## src/rtl/sbox_sched.sv

```systemverilog
// Arbitrates state-matrix (4 words) and key-word substitution jobs onto one
// shared combinational 32-bit sbox word unit, round-robin on contention.
module sbox_sched (
    input  logic         clk,
    input  logic         reset,
    input  logic         st_req,
    input  logic [127:0] st_in,
    output logic         st_ack,
    output logic         st_done,
    output logic [127:0] st_out,
    input  logic         key_req,
    input  logic [31:0]  key_in,
    output logic         key_ack,
    output logic         key_done,
    output logic [31:0]  key_out,
    output logic [31:0]  sb_in,
    input  logic [31:0]  sb_out,
    output logic         busy
);

    localparam int unsigned WORD_W    = 32;
    localparam int unsigned STATE_W   = 128;
    localparam int unsigned BUF_W     = STATE_W - WORD_W;
    localparam int unsigned CNT_W     = 2;
    localparam int unsigned LAST_WORD = 3;

    typedef enum logic [1:0] {
        IDLE = 2'd0,
        STW  = 2'd1,
        KEYW = 2'd2
    } state_t;

    state_t             state_q;
    state_t             state_d;
    logic [CNT_W-1:0]   cnt_q;
    logic               last_key_q;
    logic [BUF_W-1:0]   st_buf_q;
    logic [WORD_W-1:0]  sb_word_q;
    logic               last_word;

    assign last_word = (cnt_q == CNT_W'(LAST_WORD));

    // State register
    always_ff @(posedge clk) begin
        if (reset) begin
            state_q <= IDLE;
        end else begin
            state_q <= state_d;
        end
    end

    // Next state and grant; a tie goes to whichever side was not served last
    always_comb begin
        state_d = state_q;
        st_ack  = 1'b0;
        key_ack = 1'b0;
        unique case (state_q)
            IDLE: begin
                if (!reset) begin
                    if (st_req && (!key_req || last_key_q)) begin
                        st_ack = 1'b1;
                    end else if (key_req) begin
                        key_ack = 1'b1;
                    end
                end
                if (st_ack) begin
                    state_d = STW;
                end else if (key_ack) begin
                    state_d = KEYW;
                end
            end
            STW: begin
                if (last_word) begin
                    state_d = IDLE;
                end
            end
            KEYW: begin
                state_d = IDLE;
            end
            default: begin
                state_d = IDLE;
            end
        endcase
    end

    // Datapath: sb_word_q is preloaded so the shared unit sees each word
    // in the cycle its result is captured.
    always_ff @(posedge clk) begin
        if (reset) begin
            st_out     <= '0;
            key_out    <= '0;
            st_done    <= 1'b0;
            key_done   <= 1'b0;
            st_buf_q   <= '0;
            sb_word_q  <= '0;
            cnt_q      <= '0;
            last_key_q <= 1'b1;
        end else begin
            st_done  <= 1'b0;
            key_done <= 1'b0;
            unique case (state_q)
                IDLE: begin
                    if (st_ack) begin
                        sb_word_q  <= st_in[STATE_W-1 -: WORD_W];
                        st_buf_q   <= st_in[BUF_W-1:0];
                        cnt_q      <= '0;
                        last_key_q <= 1'b0;
                    end else if (key_ack) begin
                        sb_word_q  <= key_in;
                        last_key_q <= 1'b1;
                    end
                end
                STW: begin
                    unique case (cnt_q)
                        2'd0:    st_out[127:96] <= sb_out;
                        2'd1:    st_out[95:64]  <= sb_out;
                        2'd2:    st_out[63:32]  <= sb_out;
                        default: st_out[31:0]   <= sb_out;
                    endcase
                    // Buffer drains to zero, so sb_word_q returns to 0 after the last word
                    sb_word_q <= st_buf_q[BUF_W-1 -: WORD_W];
                    st_buf_q  <= {st_buf_q[BUF_W-WORD_W-1:0], WORD_W'(0)};
                    cnt_q     <= CNT_W'(cnt_q + 1'b1);
                    if (last_word) begin
                        st_done <= 1'b1;
                    end
                end
                KEYW: begin
                    key_out   <= sb_out;
                    key_done  <= 1'b1;
                    sb_word_q <= '0;
                end
                default: begin
                    sb_word_q <= '0;
                end
            endcase
        end
    end

    assign sb_in = reset ? WORD_W'(0) : sb_word_q;
    assign busy  = !reset && (state_q != IDLE);

    a_ack_excl: assert property (@(posedge clk) disable iff (reset) !(st_ack && key_ack));
    a_done_excl: assert property (@(posedge clk) disable iff (reset) !(st_done && key_done));

endmodule

```

## config.mk

```make
export PLATFORM = sky130hd
export DESIGN_NAME = sbox_sched
export DESIGN_NICKNAME = d
export VERILOG_FILES = /design/src/rtl/sbox_sched.sv
export SDC_FILE = /design/constraint.sdc
export NUM_CORES = 1
export LEC_CHECK = 0
export CORE_ASPECT_RATIO = 1.25
export CORE_MARGIN = 2
export CORE_UTILIZATION = 32
export DETAILED_ROUTE_END_ITERATION = 10
export PLACE_DENSITY = 0.59
export SLEW_MARGIN = 20
export SYNTH_ARGS = -nofsm -noshare
export SYNTH_HDL_FRONTEND = slang
export SYNTH_SLANG_ARGS = --single-unit
export TNS_END_PERCENT = 1
```

## constraint.sdc

```tcl
create_clock -name clk -period 1.9 [get_ports clk]
set_input_delay 0.285 -clock clk [delete_from_list [all_inputs] [get_ports clk]]
set_output_delay 0.285 -clock clk [all_outputs]
set_load 0.02 [all_outputs]
```

# Yosys cells after proc, flatten, opt, wreduce, memory -nomap -nowiden
# Index checks and enable logic that the tools add are counted.
# W data, S select, Z words.
# word_totals
regBits	295
latch_bits	0
ramBits	0
rom_bits	0
inputBits	196
out_inout_bits	197
word_cells	68
mem_count	0
# classes
add_sub_neg	1
multipliers	0
div	0
magnitude_cmp	0
n_eq_ne	9
shifts	0
muxes	25
bitwise	2
n_reduce_logical	19
# op_table
operator	count
$pmux W96 S2	1
$mux W32	3
$mux W96	1
$pmux W32 S2	1
$reduce_and A2 Y1	7
$mux W1	13
$mux W2	4
$pmux W2 S2	2
$eq A2 B2 Y1 const B	3
$reduce_bool A2 Y1	3
$eq A2 B1 Y1 const B	2
$logic_not A2 Y1	2
$ne A2 B2 Y1 const B	2
$ne A3 B2 Y1 const B	1
$ne A3 B3 Y1 const B	1
$reduce_or A3 Y1	1
$add A2 B1 Y2 const B	1
$logic_and A1 B1 Y1	2
$logic_not A1 Y1	2
$not A1 Y1	2
$reduce_or A2 Y1	1
$logic_or A1 B1 Y1	1

# Longest topological paths before layout
# logic_depth
depth_word	10
mapped_depth	7
depth_no_buf	5

# Worst setup path before layout
# OpenSTA, ideal clock, no wires.
# synth_timing
path_kind	input to output
startpoint	input port reset
endpoint	output port busy
arrival_ns	1.349
t_required_ns	1.615
slack_ns	0.266
cell_stages	5
path_buffers	4
cell_sequence	buf_2 buf_2 clkbuf_1 clkbuf_1 nor2_1
# synth_between
elab_chain_len	2
# synth_lines
item	line	text
start: declaration	5	input logic reset,
$logic_not A1 Y1	141	assign busy = !reset && (state_q != IDLE);
$logic_and A1 B1 Y1	141	
end: declaration	18	output logic busy
# No other way between the ends.

# Final worst setup path
# layout_timing
startpoint	register state_q[0]
endpoint	output port st_ack
# layout_between
elab_chain_len	2
# layout_lines
item	line	text
start: declaration	33	state_t state_q;
start signal: assignment	48	state_q <= state_d;
$logic_not A2 Y1	57	unique case (state_q)
$mux W1	57	
end: declaration	8	output logic st_ack,
# No other way between the ends.

==> results.json <==
{
  "status": "finished with violations",
  "violations": "negative hold slack",
  "power_frac_seq_pct": 43.7,
  "ys_types": 38,
  "place_area_sq_um": 17300,
  "holdWs_ns": -0.0457,
  "setup_viol_count_final": 0,
  "finalHoldViolCount": 2,
  "max_stage_delay_ns": 0.34,
  "ant_nets": 0,
  "fmax_mhz": 535,
  "core_sq_um": 39000,
  "grt_overflow": 0,
  "synthTopCellsByArea": "dfxtp_1 (47%), nand2_1 (9.6%), a21oi_1 (7.7%)",
  "syn_area_per_cell_sq_um": 8.18,
  "netlist.area_leader.share_pct": 46.7,
  "grtUsageTotal_pct": 22.0,
  "skew_ns": 0.0181,
  "rr_worst_depth": 5,
  "synth_edf_count": 0,
  "worst_path_most_repeated_cell": "buf_4",
  "dr.first_iter.drc_count": 796,
  "drv_cap": 0,
  "yosys_most_used_dff": "dfxtp_1",
  "placed_cells": 2318,
  "rsz0062_at_grt": "yes",
  "synthArstFlopShare_pct": 0,
  "path_class": "reg2out",
  "wire_per_inst_microns": 19.8,
  "min_to": "cnt_q[1]",
  "clkTransAtPathRegs_ns": 0.06,
  "p_comb_share_pct": 15.6,
  "floorplan.initialDensity_pct": 32.4,
  "final_common_cell": "clkdlybuf4s50_1",
  "crit_path_end_kind": "output port",
  "num_rows": 81,
  "worstPathMaxFanout": 3,
  "reg2reg_from": "state_q[1]",
  "die_area_sq_um": 41100,
  "clock_path_buffers": 3,
  "antenna_found_initial": 7,
  "p_sw_mw": 4.00,
  "hold_depth": 2,
  "root_buffer": "clkbuf_16",
  "via_per_inst": 5.34,
  "nets": 2054,
  "rr_endpoint": "st_buf_q[28]",
  "cts_tree": "done",
  "synth_area_sq_um": 12600,
  "synth-seq-cells": 295,
  "hpwlAfterDp_mm": 32.6,
  "cts_buffers": 31,
  "worstMarginPinSlew_ns": 0.575,
  "min_from": "reset",
  "synthesis.nets": 1746,
  "peakVddDrop_v": 0.000531,
  "io_pins": 393,
  "period_share_pct": 98.4,
  "cp_data_arrival_time_ns": 1.59,
  "slew_violations": 0,
  "p_leak_nw": 6.50,
  "slew_headroom_pct": 61.1,
  "area_growth_pct": 44.9,
  "final_cell_mix": "clkdlybuf4s50_1 (353), nand2_1 (324), dfxtp_1 (292)",
  "yosys_warnings": 0,
  "cp.required_ns": 1.62,
  "totalWireLength_mm": 47.2,
  "p_clk_share_pct": 40.7,
  "post-route-drc-count": 0,
  "period_minus_slack_ns": 1.87,
  "grt_max_degree": 83,
  "yosysSeqAreaShare_pct": 46.7,
  "vias": 12700,
  "rrSetupSlack_ns": 0.08,
  "crit_path_cell_trace": "nor3_4 -> buf_4 -> nand3_4 -> inv_2 -> buf_4",
  "io_buffer_count": 392,
  "grt_pass1_vias": 12100,
  "finalPower_mw": 15.3,
  "syn_inst": 1546,
  "cts_sinks": 295,
  "grt_pass1_wl_mm": 71.3,
  "slowest_stage": "dfxtp_2",
  "pwr_density_cell_nw_per_um2": 835,
  "instances_no_fill": 2381,
  "p_int_mw": 11.3,
  "hold_path.class": "in2reg",
  "fillerInstances": 3840,
  "yosysTopAreaCell": "dfxtp_1",
  "p_sw_share_pct": 26.1,
  "drive_gt1_share_pct": 9.11,
  "place_congestion": 0.845,
  "clkLatencyLatePin_ns": 0.57,
  "finish.instance_area_sq_um": 18300,
  "htree_levels": 1,
  "drt_first_pass_iters": 5,
  "die-width_microns": 182,
  "die_h_microns": 226,
  "crit_path_start_kind": "register"
}
==> routing by layer <==
layer	track usage (%)	vias to the layer above	wire (microns)
met4	8.16	6	1490
met1	27.5	6027	19700
met5	0	-	41
met3	3.98	89	2960
li1	-	6101	-
met2	37.7	484	23000
==> worst max path at each step <==
| stage | startpoint | endpoint | slack (ns) | depth (start not counted) |
|---|---|---|---|---|
| after floorplan | reset | busy | 0.27 | 5 |
| after global placement | key_req | key_ack | -0.29 | 5 |
| after detailed placement | key_req | key_ack | -0.26 | 5 |
| after CTS | state_q[0] | st_ack | -0.03 | 5 |
| after global routing | state_q[0] | st_ack | -0.04 | 5 |
| final | state_q[0] | st_ack | 0.03 | 5 |
==> power by group through the flow <==
stage | sequential [mW] | clock, mW | combinational (mW)
after global routing | 6.71 | 6.62 | 2.57
after global placement | 6.81 | 0 | 2.39
after CTS | 6.68 | 6.38 | 2.39
after floorplan | 6.84 | 0 | 1.19
final | 6.68 | 6.23 | 2.38
after detailed placement | 6.82 | 0 | 2.40
==> area by class of cell <==
| class | count | area (sq um) | area share, % |
|---|---|---|---|
| Clock inverter | 11 | 114 | 0.621 |
| Sequential cell | 295 | 5910 | 32.2 |
| Timing Repair Buffer | 446 | 4650 | 25.4 |
| Clock buffer | 46 | 952 | 5.20 |
| Tap cell | 498 | 623 | 3.40 |
| Antenna cell | 5 | 12.5 | 0.0683 |
| Multi-Input combinational cell | 1042 | 5920 | 32.3 |
| Inverter | 38 | 144 | 0.785 |
==> synthesized netlist by cell type (all sizes together), types with 2 or more instances <==
library cell and number:
inv 37, nor4 64, o211ai 7, o221ai 25, a41oi 25, a21oi 194
and3b 29, clkbuf 121, nand2b 5, nor2b 28, nor2 140, a31oi 7
nand3 27, nand2 324, or3 2, nand3b 4, dfxtp 295, o311ai 34
nand4 39, a2111oi 64, a22oi 7, buf 50, ha 4, nor3 2
a31o 7
==> flip-flops by register name (all words and copies together) (netlist names) <==
signal / count
cnt_q: 2
key_done: 1
key_out: 32
last_key_q: 1
sb_word_q: 32
st_buf_q: 96
st_done: 1
st_out: 128
state_q: 2
==> logic make-up after synthesis <==
logic type	Yosys count	share of synthesized area [%]
fa+ha+maj	4	0.396
buf+inv	209	7.00
simple gates	665	24.9
compound gates	373	21.0
flops	295	46.7
==> stage by stage <==
stage	TNS (ns)	util (%)	setup WS (ns)	hold WS, ns
after floorplan	0	-	0.266	0.421
after global placement	-4.17	44.2	-0.289	0.441
after detailed placement	-4.92	44.2	-0.263	0.446
after CTS	-0.0290	46.9	-0.0290	-0.0821
after global routing	-0.0763	46.9	-0.0427	-0.0601
final	0	47.0	0.0296	-0.0457
==> critical path: cells and delay by family, from the launching register on <==
family,cells,cell delay [ns]
flip-flops,1,0.34
AND/OR/NAND/NOR,2,0.28
buffers and inverters,3,0.40
==> what timing repair did <==
item | 4_1_cts | 5_1_grt
endpoints found under the setup margin | 34 | 7
pin swaps | 2 | 0
gates resized for setup | 46 | 6
buffers inserted | 1 | 0
endpoints found under the hold margin | 2 | 2
Note: power is estimated with default switching activity, not from simulation.
==> RTL change: new RTL, config.mk and constraints unchanged <==
The localparam `STATE_W` goes from 128 to 120.
--- a/src/rtl/sbox_sched.sv
+++ b/src/rtl/sbox_sched.sv
@@ -19,7 +19,7 @@
 );
 
     localparam int unsigned WORD_W    = 32;
-    localparam int unsigned STATE_W   = 128;
+    localparam int unsigned STATE_W   = 120;
     localparam int unsigned BUF_W     = STATE_W - WORD_W;
     localparam int unsigned CNT_W     = 2;
     localparam int unsigned LAST_WORD = 3;
Check against the original RTL: not equivalent (Yosys sat finds a counterexample within 4 cycles, from zero or initial values and one cycle with reset high).
==> RTL change against the unedited design <==
The run ends with negative hold slack, negative setup slack left. Design area decreased by 7.8%. Routed wire length decreased by 17%. Synthesized cell count decreased by 17%. Critical path type unchanged. Synthesized area decreased by 11%. Largest cell class is now registers. Sequential cell count decreased by 8. Maximum frequency decreased by 5.7%. Worst setup slack got worse by 0.11 ns. Power decreased by 5.2%. Register-to-register slack got worse by 0.11 ns.
==> RTL change: results (changes against the unedited design) <==
metric,value,unit,change
Synth top cells by count,"nand2_1 (328), dfxtp_1 (287), a21oi_1 (218)",,
Leak Pwr,6.024,nW,-7.4%
endpoints failing hold,3,,+1
Area after DPL,15880,µm²,-8.0%
share of layout cells above drive strength 1,0.08518,,-0.005871
main area contributors after synthesis,"dfxtp_1 (51%), nand2_1 (11%), a21oi_1 (9.7%)",,
critical path's top delay family,simple AND/OR/NAND/NOR gates,,
Hold Buf Count CTS,1,,
Post-Route WL,39.11,mm,-17%
mux cell area share after synthesis,0.05071,,+0.05071
endpoints failing setup,31,,+31
Synth Area in Adders,0.004448,,+0.0004915
final setup margin,-0.08287,ns,-0.1124 ns
PortBufs,384,,-2.0%
register area share after synthesis,0.5107,,+0.04377
critical path's slowest cell,or3b_4,,
Yosys top cell area share,0.5107,,+0.04377
CTS buffer count,30,,-3.2%
Tot GR Track Use,0.2031,,-0.01659
Post-layout nets,1844,,-10%
final RePlAce weighted congestion,0.8576,,+1.5%
outcome,"complete, but fails checks",,
pin count of the biggest net entering global routing,77,,-7.2%
post-synthesis xor/xnor area fraction,0,,unchanged
FILL cells,3269,,-15%
Peak VDD IR,0.0005795,V,+9.2%
Initial DRC Count,600,,-25%
Synth Area in Compound Gates,0.2181,,+0.007775
synth unique cells,37,,-2.6%
max incr delay on CP,0.42,ns,+0.08 ns
WHS,-0.01658,ns,+0.02908 ns
"Net Count, Synth",1476,,-15%
leading registers by flop count,"st_out: 128 flops, st_buf_q: 88 flops",,
failing checks,"negative hold slack, negative setup slack",,
Tightest Pin Transition,0.8451,ns,+0.2698 ns
vias in the first global route,10320,,-15%
Setup Skew,0.03213,ns,+0.01408 ns
HPWL after DPL,27.81,mm,-15%
first-pass GRT wire length,58.04,mm,-19%
WP data arrival,1.70,ns,+0.11 ns
setup tns final,-0.6296,ns,-0.6296 ns
crit path max fanout,5,,+2
Via Count,10600,,-17%
-- RTL change: cell types whose count changed after synthesis, moves of 25 or more --
cell       change
a2111oi_1     -45
mux2i_1       +57
and3b_1       -29
a211oi_1      +57
o221ai_1      -25
nand4_1       -39
clkbuf_1      -68
inv_1         -32
a22o_1        +55
nor4_1        -48
a41oi_1       -25
nor2_1       -123
-- RTL change: per-stage QoR --
| step | cells | total power, mW | hold slack, ns | setup slack, ns | util |
|---|---|---|---|---|---|
| 2_1_floorplan | 1276 | 7.535 | 0.3865 | 0.2939 | - |
| 6_report | 2137 | 14.50 | -0.01658 | -0.08287 | 0.4897 |
| 3_3_place_gp | 2078 | 8.542 | 0.4410 | -0.4063 | 0.4599 |
| 5_1_grt | 2137 | 15.07 | -0.01756 | -0.1380 | 0.4897 |
| 3_5_place_dp | 2078 | 8.565 | 0.4450 | -0.4407 | 0.4599 |
| 4_1_cts | 2135 | 14.68 | -0.04556 | -0.1603 | 0.4890 |
-- RTL change: area by class of cell --
cell class,count,area share
Clock inverter,18,0.01118
Clock buffer,37,0.04960
Tap cell,468,0.03464
Sequential cell,287,0.3404
Timing Repair Buffer,449,0.2675
Antenna cell,2,0.0002961
Inverter,5,0.001110
Multi-Input combinational cell,871,0.2953
-- RTL change: cell families (layout without fill, tap and decap cells) --
kind of cell,Yosys count,count (layout)
AND/OR/NAND/NOR,429,429
AO/OA/AOI/OAI,381,381
adder cells (fa/ha/maj),4,4
flip-flops,287,287
multiplexers,57,57
buffers and inverters,118,509
other,0,2
-- RTL change: timing repair --
item	in CTS	in global routing
setup endpoints to repair	78	57
gates resized for setup	51	7
setup buffers	1	0
pin swaps	3	1
endpoints found under the hold margin	4	3
-- RTL change: power by group --
part           total, mW  internal [mW]  switching [mW]
clock               6.10           3.55            2.56
sequential          6.47           6.31           0.158
combinational       1.93          0.975           0.956
total               14.5           10.8            3.67
-- RTL change: path summary, 6_finish.rpt --
kind                                         startpoint                        end  slack (ns)  depth (start not counted)
worst min register to register  st_out[16]$_SDFFE_PP0P_    st_out[16]$_SDFFE_PP0P_        0.45                          2
worst max-delay path            state_q[1]$_SDFFE_PP0P_                     st_ack       -0.08                          3
worst max register to register  state_q[1]$_SDFFE_PP0P_  st_buf_q[28]$_SDFFE_PP0P_       -0.03                          5
worst min-delay path                              reset  st_buf_q[50]$_SDFFE_PP0P_       -0.02                          2
-- RTL change: worst register-to-register path: cells and delay by family (launching register included) --
kind,cells,cell delay (ns)
and+or+nand+nor,2,0.59
DFF,1,0.38
buffers and inverters,2,0.76
AOI/OAI and AO/OA,1,0.16
-- RTL change: routing by layer --
layer  track usage  up-vias  part of all wire
li1              -     5179                 -
met5             0        -            0.0016
met4       0.06575       10             0.024
met3       0.05906       65             0.089
met1        0.2367     4946              0.40
met2        0.3565      398              0.48
